===== src/rtl/wb_daq_pkg.sv =====
// Shared definitions for the Wibone DAQ DMA master: FSM encoding, control_reg
// bit positions and Wishbone cycle-type constants.
package wb_daq_pkg;

    typedef enum logic [1:0] {
        ST_IDLE      = 2'd0,
        ST_ARB       = 2'd1,
        ST_WRITE     = 2'd2,
        ST_RETRY_GAP = 2'd3
    } daq_state_e;

    localparam int ENABLE_BIT  = 0;
    localparam int CLR_ERR_BIT = 1;
    localparam int MASK_LSB    = 8;

    localparam logic [2:0] CTI_CLASSIC = 3'b000;
    localparam logic [1:0] BTE_LINEAR  = 2'b00;
    localparam logic [3:0] SEL_ALL     = 4'hF;

    // Channel index reached by stepping 'off' places past 'base' in a ring of n.
    function automatic int rr_wrap(input int base, input int off, input int n);
        return (base + off) % n;
    endfunction

endpackage


===== src/rtl/wb_daq_rr_arbiter.sv =====
// Round-robin arbiter: one-hot grant over masked requests, searching from the
// channel after the last accepted one. Pointer resets to NUM_CH-1.
module wb_daq_rr_arbiter
    import wb_daq_pkg::*;
#(
    parameter int NUM_CH = 4
) (
    input  logic              clk,
    input  logic              rst,
    input  logic [NUM_CH-1:0] req,
    input  logic [NUM_CH-1:0] mask,
    input  logic              accept,
    output logic [NUM_CH-1:0] grant
);

    localparam int IDX_W = (NUM_CH > 1) ? $clog2(NUM_CH) : 1;

    logic [IDX_W-1:0]  last_q, last_d;
    logic [IDX_W-1:0]  idx_s, pick_s;
    logic [NUM_CH-1:0] cand_s, grant_s;
    logic              hit_s, found_s;

    // First masked request at or after last+1, wrapping around the ring.
    always_comb begin
        cand_s  = req & mask;
        grant_s = {NUM_CH{1'b0}};
        found_s = 1'b0;
        hit_s   = 1'b0;
        idx_s   = last_q;
        pick_s  = last_q;
        for (int off = 1; off <= NUM_CH; off++) begin
            idx_s          = IDX_W'(rr_wrap(int'(last_q), off, NUM_CH));
            hit_s          = ~found_s & cand_s[idx_s];
            grant_s[idx_s] = grant_s[idx_s] | hit_s;
            pick_s         = hit_s ? idx_s : pick_s;
            found_s        = found_s | hit_s;
        end
        last_d = (accept & found_s) ? pick_s : last_q;
    end

    // Last-served pointer.
    always_ff @(posedge clk or posedge rst) begin
        if (rst) begin
            last_q <= IDX_W'(NUM_CH - 1);
        end else begin
            last_q <= last_d;
        end
    end

    assign grant = grant_s;

endmodule


===== src/rtl/wb_daq_dma_master.sv =====
// Write-only Wishbone master moving channel samples into a ring buffer.
// Define WB_DAQ_ERR_RETRY_EN to reissue errored writes up to MAX_RETRY times.
module wb_daq_dma_master
    import wb_daq_pkg::*;
#(
    parameter int dw        = 32,
    parameter int aw        = 32,
    parameter int NUM_CH    = 4,
    parameter int PTR_W     = 16,
    parameter int MAX_RETRY = 3
) (
    input  logic                 wb_clk,
    input  logic                 wb_rst,
    output logic [aw-1:0]        wb_adr_o,
    output logic [dw-1:0]        wb_dat_o,
    output logic [3:0]           wb_sel_o,
    output logic                 wb_we_o,
    output logic                 wb_cyc_o,
    output logic                 wb_stb_o,
    output logic [2:0]           wb_cti_o,
    output logic [1:0]           wb_bte_o,
    input  logic [dw-1:0]        wb_dat_i,
    input  logic                 wb_ack_i,
    input  logic                 wb_err_i,
    input  logic                 wb_rty_i,
    input  logic [dw-1:0]        control_reg,
    input  logic [aw-1:0]        base_addr,
    input  logic [PTR_W-1:0]     buf_words,
    input  logic [NUM_CH-1:0]    ch_valid,
    input  logic [NUM_CH*dw-1:0] ch_data,
    output logic [NUM_CH-1:0]    ch_ready,
    output logic [PTR_W-1:0]     wr_ptr,
    output logic                 busy,
    output logic                 err_o,
    output logic                 wrap_irq
);

    daq_state_e        state_q, state_d;
    logic [PTR_W-1:0]  wr_ptr_q, wr_ptr_d;
    logic [aw-1:0]     adr_q, adr_d;
    logic [dw-1:0]     dat_q, dat_d;
    logic              cyc_q, cyc_d;
    logic              err_q, err_d;
    logic              wrap_q, wrap_d;
`ifdef WB_DAQ_ERR_RETRY_EN
    logic [7:0]        retry_q, retry_d;
`endif

    logic              enable_s, clr_err_s, accept_s, err_set_s, ptr_last_s;
    logic [NUM_CH-1:0] mask_s, grant_s;
    logic [PTR_W:0]    ptr_inc_s;
    logic [dw-1:0]     sample_s;
    logic [aw-1:0]     slot_adr_s;
    logic              unused_s;

    assign enable_s  = control_reg[ENABLE_BIT];
    assign clr_err_s = control_reg[CLR_ERR_BIT];
    assign mask_s    = control_reg[MASK_LSB +: NUM_CH];

    // Pointer at or past the last slot (also covers a shrunken buffer) wraps on ack.
    assign ptr_inc_s  = {1'b0, wr_ptr_q} + {{PTR_W{1'b0}}, 1'b1};
    assign ptr_last_s = (ptr_inc_s >= {1'b0, buf_words});
    assign slot_adr_s = base_addr + aw'({wr_ptr_q, 2'b00});

    wb_daq_rr_arbiter #(.NUM_CH(NUM_CH)) u_arb (
        .clk    (wb_clk),
        .rst    (wb_rst),
        .req    (ch_valid),
        .mask   (mask_s),
        .accept (accept_s),
        .grant  (grant_s)
    );

    assign accept_s = (state_q == ST_ARB) && enable_s && (|grant_s);
    assign ch_ready = accept_s ? grant_s : {NUM_CH{1'b0}};

    // Data of the granted channel (grant is one-hot).
    always_comb begin
        sample_s = {dw{1'b0}};
        for (int i = 0; i < NUM_CH; i++) begin
            sample_s = sample_s | (ch_data[i*dw +: dw] & {dw{grant_s[i]}});
        end
    end

    // Next-state and datapath updates.
    always_comb begin
        state_d   = state_q;
        wr_ptr_d  = wr_ptr_q;
        adr_d     = adr_q;
        dat_d     = dat_q;
        wrap_d    = 1'b0;
        err_set_s = 1'b0;
`ifdef WB_DAQ_ERR_RETRY_EN
        retry_d   = retry_q;
`endif
        case (state_q)
            ST_IDLE: begin
                if (enable_s && (buf_words != {PTR_W{1'b0}})) begin
                    state_d = ST_ARB;
                end else begin
                    state_d = ST_IDLE;
                end
            end
            ST_ARB: begin
                if (!enable_s) begin
                    state_d = ST_IDLE;
                end else if (accept_s) begin
                    state_d = ST_WRITE;
                    adr_d   = slot_adr_s;
                    dat_d   = sample_s;
`ifdef WB_DAQ_ERR_RETRY_EN
                    retry_d = 8'd0;
`endif
                end else begin
                    state_d = ST_ARB;
                end
            end
            ST_WRITE: begin
                // ack takes priority over a coincident err or rty
                if (wb_ack_i) begin
                    wr_ptr_d = ptr_last_s ? {PTR_W{1'b0}} : ptr_inc_s[PTR_W-1:0];
                    wrap_d   = ptr_last_s;
                    state_d  = enable_s ? ST_ARB : ST_IDLE;
                end else if (wb_err_i) begin
`ifdef WB_DAQ_ERR_RETRY_EN
                    if (retry_q < 8'(MAX_RETRY)) begin
                        retry_d = retry_q + 8'd1;
                        state_d = ST_RETRY_GAP;
                    end else begin
                        err_set_s = 1'b1;
                        state_d   = enable_s ? ST_ARB : ST_IDLE;
                    end
`else
                    err_set_s = 1'b1;
                    state_d   = enable_s ? ST_ARB : ST_IDLE;
`endif
                end else if (wb_rty_i) begin
                    state_d = ST_RETRY_GAP;
                end else begin
                    state_d = ST_WRITE;
                end
            end
            ST_RETRY_GAP: begin
                state_d = ST_WRITE;
            end
            default: begin
                state_d = ST_IDLE;
            end
        endcase
        cyc_d = (state_d == ST_WRITE);
        err_d = err_set_s | (err_q & ~clr_err_s);
    end

    // State and output registers.
    always_ff @(posedge wb_clk or posedge wb_rst) begin
        if (wb_rst) begin
            state_q  <= ST_IDLE;
            wr_ptr_q <= {PTR_W{1'b0}};
            adr_q    <= {aw{1'b0}};
            dat_q    <= {dw{1'b0}};
            cyc_q    <= 1'b0;
            err_q    <= 1'b0;
            wrap_q   <= 1'b0;
`ifdef WB_DAQ_ERR_RETRY_EN
            retry_q  <= 8'd0;
`endif
        end else begin
            state_q  <= state_d;
            wr_ptr_q <= wr_ptr_d;
            adr_q    <= adr_d;
            dat_q    <= dat_d;
            cyc_q    <= cyc_d;
            err_q    <= err_d;
            wrap_q   <= wrap_d;
`ifdef WB_DAQ_ERR_RETRY_EN
            retry_q  <= retry_d;
`endif
        end
    end

    assign wb_adr_o = adr_q;
    assign wb_dat_o = dat_q;
    assign wb_cyc_o = cyc_q;
    assign wb_stb_o = cyc_q;
    assign wb_we_o  = cyc_q;
    assign wb_sel_o = cyc_q ? SEL_ALL : 4'h0;
    assign wb_cti_o = CTI_CLASSIC;
    assign wb_bte_o = BTE_LINEAR;
    assign wr_ptr   = wr_ptr_q;
    assign busy     = (state_q != ST_IDLE);
    assign err_o    = err_q;
    assign wrap_irq = wrap_q;

`ifdef WB_DAQ_ERR_RETRY_EN
    assign unused_s = ^{wb_dat_i, control_reg};
`else
    assign unused_s = ^{wb_dat_i, control_reg, 8'(MAX_RETRY)};
`endif

endmodule


===== config.mk =====
export PLATFORM = sky130hd
export DESIGN_NAME = wb_daq_dma_master
export DESIGN_NICKNAME = d
export VERILOG_FILES = /design/src/rtl/wb_daq_pkg.sv /design/src/rtl/wb_daq_rr_arbiter.sv /design/src/rtl/wb_daq_dma_master.sv
export SDC_FILE = /design/constraint.sdc
export NUM_CORES = 1
export LEC_CHECK = 0
export ABC_AREA = 1
export BUFFER_PORTS_ARGS = -buffer_cell sky130_fd_sc_hd__buf_2
export CAP_MARGIN = 30
export CELL_PAD_IN_SITES_DETAIL_PLACEMENT = 1
export CELL_PAD_IN_SITES_GLOBAL_PLACEMENT = 1
export CORE_MARGIN = 4
export CORE_UTILIZATION = 33
export DETAILED_ROUTE_END_ITERATION = 8
export PLACE_DENSITY_LB_ADDON = 0.1
export SKIP_LAST_GASP = 1
export SLEW_MARGIN = 10
export SYNTH_ARGS = -nofsm -noshare
export SYNTH_HDL_FRONTEND = slang
export SYNTH_SLANG_ARGS = --single-unit
export TNS_END_PERCENT = 50

===== constraint.sdc =====
create_clock -name wb_clk -period 7.5 [get_ports wb_clk]
set_input_delay 0.75 -clock wb_clk [delete_from_list [all_inputs] [get_ports wb_clk]]
set_output_delay 0.75 -clock wb_clk [all_outputs]
set_load 0.01 [all_outputs]

# [Word-level counts from Yosys, hierarchy flattened]
# Cells that the tools add are included.
[classes] reduce_logical=15 n_addsub=6 bitwise_logic=26 magnitude_cmp=9 muxes=47 n_eq_ne=4
[op_table] operator="$and 32x32->32" count=4
[op_table] operator="$or 32x32->32" count=3
[op_table] operator="$add 32x18->32" count=1
[op_table] operator="$mux 1" count=20
[op_table] operator="$add 16x1->17 const B" count=1
[op_table] operator="$ge 17x16->1" count=1
[op_table] operator="$bmux 1 s2" count=8
[op_table] operator="$mux 16" count=1
[op_table] operator="$mux 2" count=8
[op_table] operator="$reduce_bool 16->1" count=1
[op_table] operator="$bwmux 4" count=3
[op_table] operator="$lt 2x3->1 const B" count=4
[op_table] operator="$and 4x4->4" count=2
[op_table] operator="$demux 1 s2" count=4
[op_table] operator="$ge 2x1->1 const B" count=4
[op_table] operator="$mux 4" count=2
[op_table] operator="$or 1x1->1" count=8
[op_table] operator="$pmux 2 s4" count=1
[op_table] operator="$logic_and 1x1->1" count=7
[op_table] operator="$eq 2x2->1 const B" count=3
[op_table] operator="$and 1x1->1" count=5
[op_table] operator="$add 2x1->2 const B" count=2
[op_table] operator="$add 2x2->2 const B" count=2
[op_table] operator="$not 1->1" count=4
[op_table] operator="other kinds (7)" count=8
[word_totals] regBits=87 in_bits=249 word_cells=115 output_inout_bits=99

# [Logic depth before layout (Yosys ltp)]
[depth] depth_word=24 depth_mapped=26 depth_no_buf=24

# [Modules after synthesis]
# A second synthesis with hierarchy kept.
[unflattened] cells_unflattened=992 hier_area_um2=6996.7
[modules_own_cells] module="wb_daq_dma_master" cells_per_inst=884 instances=1 area_each_um2=6337.3 seq_area_each_um2=2127.0
[modules_own_cells] module="wb_daq_rr_arbiter" cells_per_inst=108 instances=1 area_each_um2=659.4 seq_area_each_um2=52.6

# [Worst setup path before layout]
# No wires, ideal clock.
[synth_path] path_type="reg-to-output" startpoint="register u_arb.last_q[1]" endpoint="output port ch_ready[1]" stages_incl_launch_ff=25 required_ns=6.750 arrival_time_ns=3.034 n_path_buf=1 path_slack_ns=3.716 cell_sequence="dfstp_2 > inv_1 > ha_1 > inv_1 > nand3_1 > nand2_2 > nand3_1 > nand3_1 > nand2_1 > nand3_1 > nand3_1 > nand3_1 > nand2_1 > nand3_1 > nand3_1 > nand3_1 > nand2_1 > nand3_1 > nand2_1 > nand2_1 > inv_2 > nand2_2 > nand2_2 > buf_2 > nor2_1"
[synth_between] elab_chain_cells=21 word_cells_on_any_way=59 classes_between="add/sub: 4; order compare: 8; mux: 28; bitwise: 13; reduce/logical: 6"
[synth_lines] element="start, declared" line="wb_daq_rr_arbiter.sv:18" rtl="logic [IDX_W-1:0] last_q, last_d;"
[synth_lines] element="start signal, assigned" line="wb_daq_rr_arbiter.sv:44" rtl="last_q <= IDX_W'(NUM_CH - 1);"
[synth_lines] element="start signal, assigned" line="wb_daq_rr_arbiter.sv:46" rtl="last_q <= last_d;"
[synth_lines] element="$add 2x1->2" line="wb_daq_pkg.sv:22" rtl="return (base + off) % n;"
[synth_lines] element="$lt 2x3->1 (not written as such) or $ge 2x1->1 (tied branches)" line="wb_daq_rr_arbiter.sv:34" rtl="grant_s[idx_s] = grant_s[idx_s] | hit_s;"
[synth_lines] element="$logic_and 1x1->1 (not written as such)" line="wb_daq_rr_arbiter.sv:34"
[synth_lines] element="$mux 1 (not written as such)" line="wb_daq_rr_arbiter.sv:34"
[synth_lines] element="$demux 1 s2"
[synth_lines] element="$and 4x4->4 (no line)"
[synth_lines] element="$bmux 1 s2" line="wb_daq_rr_arbiter.sv:34"
[synth_lines] element="$mux 1 (not written as such)" line="wb_daq_rr_arbiter.sv:34"
[synth_lines] element="(+5 left out)"
[synth_lines] element="$bwmux 4" line="wb_daq_rr_arbiter.sv:34"
[synth_lines] element="$bmux 1 s2" line="wb_daq_rr_arbiter.sv:34"
[synth_lines] element="$mux 1 (not written as such)" line="wb_daq_rr_arbiter.sv:34"
[synth_lines] element="$or 1x1->1" line="wb_daq_rr_arbiter.sv:34"
[synth_lines] element="$bwmux 4 *" line="wb_daq_rr_arbiter.sv:34"
[synth_lines] element="$reduce_or 4->1" line="wb_daq_dma_master.sv:74" rtl="assign accept_s = (state_q == ST_ARB) && enable_s && (|grant_s);"
[synth_lines] element="$logic_and 1x1->1" line="wb_daq_dma_master.sv:74"
[synth_lines] element="$mux 4 *" line="wb_daq_dma_master.sv:75" rtl="assign ch_ready = accept_s ? grant_s : {NUM_CH{1'b0}};"
[synth_lines] element="end, declared" line="wb_daq_dma_master.sv:31" rtl="output logic [NUM_CH-1:0] ch_ready,"
# Mark *: on every way between the ends. The rest lies on a longest branch, timed or not. The select of a mux whose other input is x is not followed.

# [Worst setup path in the final report]
[layout_path] startpoint="register u_arb.last_q[0]" endpoint="output port ch_ready[3]"
# Same word-level chain as after synthesis.

==> impl_metrics.json <==
{
  "ys_seq_area_frac": 0.3346,
  "yosysUniqueCellTypes": 36,
  "dr.pass1.iters": 4,
  "dp_cells": 1437,
  "crit_fanout": 88,
  "netlist_area_mm2": 0.006514,
  "hold_viol": 0,
  "synth_edf_count": 0,
  "wl_met1_mm": 11.13,
  "avgSynthCellArea_um2": 7.034,
  "area_growth_pct": 29.20,
  "grt_pass1_wl_mm": 39.96,
  "worstReg2RegStart": "u_arb.last_q[0]",
  "rows": 51,
  "rr_worst_depth": 23,
  "grt_use_total": 0.2241,
  "worstPathRequired_ns": 6.75,
  "slew_headroom": 0.3993,
  "fin_cells": 1455,
  "clock.fmax_mhz": 187.1,
  "ioPinCount": 348,
  "hold_buffers": 0,
  "drcViolationCount": 0,
  "worst_pin_slew_ns": 0.9011,
  "core_mm2": 0.01946,
  "endpoint": "ch_ready[3]",
  "r2r-end": "wb_adr_o[16]",
  "holdWs_ns": 0.4106,
  "post_cts_resize_count": 0,
  "ys_top_cells_by_area": "dfrtp_1, nand3_1, nand2_1",
  "synth_top_area_share": 0.3265,
  "crit_type": "reg2out",
  "finalPower_mw": 3.781,
  "internal_power_mw": 1.795,
  "finalClockSkew_ns": 0.01072,
  "place_congestion": 0.8560,
  "chipHeight_um": 148.5,
  "nets": 1470,
  "grt_antenna_before_repair": 3,
  "drt-total-wl_mm": 24.87,
  "synth_warnings": 0,
  "setup_viol": 0,
  "swShare": 0.5252,
  "setup-tns-final_ns": 0,
  "period_share": 0.7125,
  "r2r_slack_ns": 3.15,
  "port_buffers": 284,
  "initial_core_util": 0.3347,
  "die-area_mm2": 0.02205,
  "start_kind": "register",
  "dr_wl_met3_mm": 1.860,
  "leakagePower_nw": 4.572,
  "endpoint_kind": "output pin",
  "async_reset_ff_frac": 1.000,
  "ir_drop_mv": 0.3014,
  "p_clk_frac": 0.124,
  "postCtsSetupRepairBufs": 0,
  "vias_per_cell": 5.077,
  "cts_buffer_depth": 2,
  "clkSlewWorstSetupHoldPaths_ns": 0.07,
  "slew_viol_final": 0,
  "avgRoutedWirePerCell_um": 17.09,
  "ant_nets": 0,
  "top_layer_used": "met5",
  "cts_buffers": 9,
  "cts_tree": "yes",
  "seq_power_share": 0.223,
  "synth_commonest_cells": "nand2_1, nand3_1, dfrtp_1",
  "power_density_mw_per_mm2": 449.3,
  "p_switching_mw": 1.986,
  "hold_class": "in2async",
  "final_util": 0.4324,
  "hpwl_mm": 19.13,
  "clockRootBuffer": "clkbuf_16",
  "grt_max_degree": 89,
  "synthesis.instances": 926,
  "ys_seq_elements": 87,
  "rsz0062_at_grt": "false",
  "layout-drive-gt1-share": 0.2727,
  "first_global_vias": 7564,
  "dr_wl_met2_mm": 11.31,
  "yosysTopAreaCell": "dfrtp_1",
  "power_frac_comb": 0.654,
  "worst-endpoint-arrival_ns": 4.59,
  "cap_violations": 0,
  "num_vias": 7387,
  "drt_iter0_markers": 238,
  "ctsHtreeMaxLevel": 3,
  "period_needed_ns": 5.344,
  "outcome": "finished clean",
  "clock_latency_ns": 0.34,
  "die_w_um": 148.5,
  "ys.flop_type": "dfrtp_1",
  "yosysMostFrequentCell": "nand2_1",
  "startpoint": "u_arb.last_q[0]",
  "numClockSinks": 87,
  "overflow": 0
}
[metrics by stage]
stage	instance area, µm²	worst slack, ns
2_1_floorplan	6529	3.716
3_3_place_gp	8085	2.538
3_5_place_dp	8105	2.526
4_1_cts	8411	2.130
5_1_grt	8416	1.575
6_report	8416	2.156
[state kept, by name (all words and copies together) (netlist names)]
name,flops
err_o,1
state_q,2
u_arb.last_q,2
wb_adr_o,32
wb_cyc_o,1
wb_dat_o,32
wr_ptr,16
wrap_irq,1
[layout make-up]
| cell class | instances | area [µm²] |
|---|---|---|
| multi-input cells | 714 | 3790 |
| inverters | 76 | 287.8 |
| flip-flops and latches | 87 | 2180 |
| clock buffers | 10 | 239.0 |
| repair buffers | 295 | 1516 |
| diodes | 2 | 5.005 |
| well taps | 265 | 331.6 |
| clock inverters | 6 | 66.31 |
| fillers | 2595 | 11050 |
[power by group through the flow]
| stage | Clock [mW] | Sequential [mW] | Combinational [mW] |
|---|---|---|---|
| finish | 0.467 | 0.842 | 2.47 |
| detailed placement | 0 | 0.850 | 2.49 |
| global route | 0.508 | 0.878 | 2.79 |
| global placement | 0 | 0.842 | 2.46 |
| CTS | 0.486 | 0.845 | 2.50 |
| floorplan | 0 | 0.917 | 1.57 |
[layout by cell type (no fill, tap or decap), types with 4 or more instances in the layout]
| cell type | instances |
|---|---|
| a21oi_1 | 30 |
| buf_2 | 284 |
| buf_4 | 10 |
| clkbuf_16 | 9 |
| conb_1 | 5 |
| dfrtp_1 | 85 |
| ha_1 | 37 |
| inv_1 | 71 |
| inv_2 | 4 |
| nand2_1 | 239 |
| nand3_1 | 192 |
| nand4_1 | 47 |
| nor2_1 | 30 |
| nor3_1 | 8 |
| nor4_1 | 6 |
| o21ai_0 | 58 |
| xnor2_1 | 11 |
| xor2_1 | 28 |
[worst max-delay path, stage by stage (launching register included)]
cell	delay, ns
dfstp_2	0.74
inv_2	0.19
ha_1	0.46
inv_1	0.09
nand3_1	0.10
nand2_2	0.09
nand3_1	0.08
nand3_1	0.08
nand2_1	0.13
nand3_1	0.11
nand3_1	0.09
nand3_1	0.09
nand2_1	0.13
nand3_1	0.10
nand3_1	0.10
nand3_1	0.08
nand2_1	0.14
nand3_1	0.11
nand2_1	0.15
nand2_1	0.11
inv_2	0.06
nand2_2	0.09
nand2_4	0.66
nor2_1	0.08
buf_2	0.17
[logic make-up after synthesis]
family | count (synthesis) | share of synthesized area
other | 1 | 0.0005757
AND/OR/NAND/NOR | 529 | 0.3673
buffers and inverters | 129 | 0.08663
XOR/XNOR | 39 | 0.05244
adder cells (fa/ha/maj) | 38 | 0.07414
AO/OA/AOI/OAI | 103 | 0.08432
flip-flops | 87 | 0.3346
[worst min path at each step]
stage / startpoint / end / slack (ns) / cells after the start
5_1_grt: wb_rst / wb_dat_o[17] / 0.44 / 2
4_1_cts: wb_rst / wb_dat_o[17] / 0.42 / 2
3_5_place_dp: wb_adr_o[28] / wb_adr_o[28] / 0.46 / 2
3_3_place_gp: wb_dat_o[2] / wb_dat_o[2] / 0.46 / 2
6_report: wb_rst / wb_dat_o[17] / 0.41 / 2
2_1_floorplan: u_arb.last_q[1] / u_arb.last_q[1] / 0.48 / 2
[metal layers]
layer	vias up	GRT usage
li1	3645	-
met1	3474	0.2988
met2	232	0.3658
met3	34	0.04692
met4	2	0.06975
met5	-	0
(Power assumes the default switching activity.)
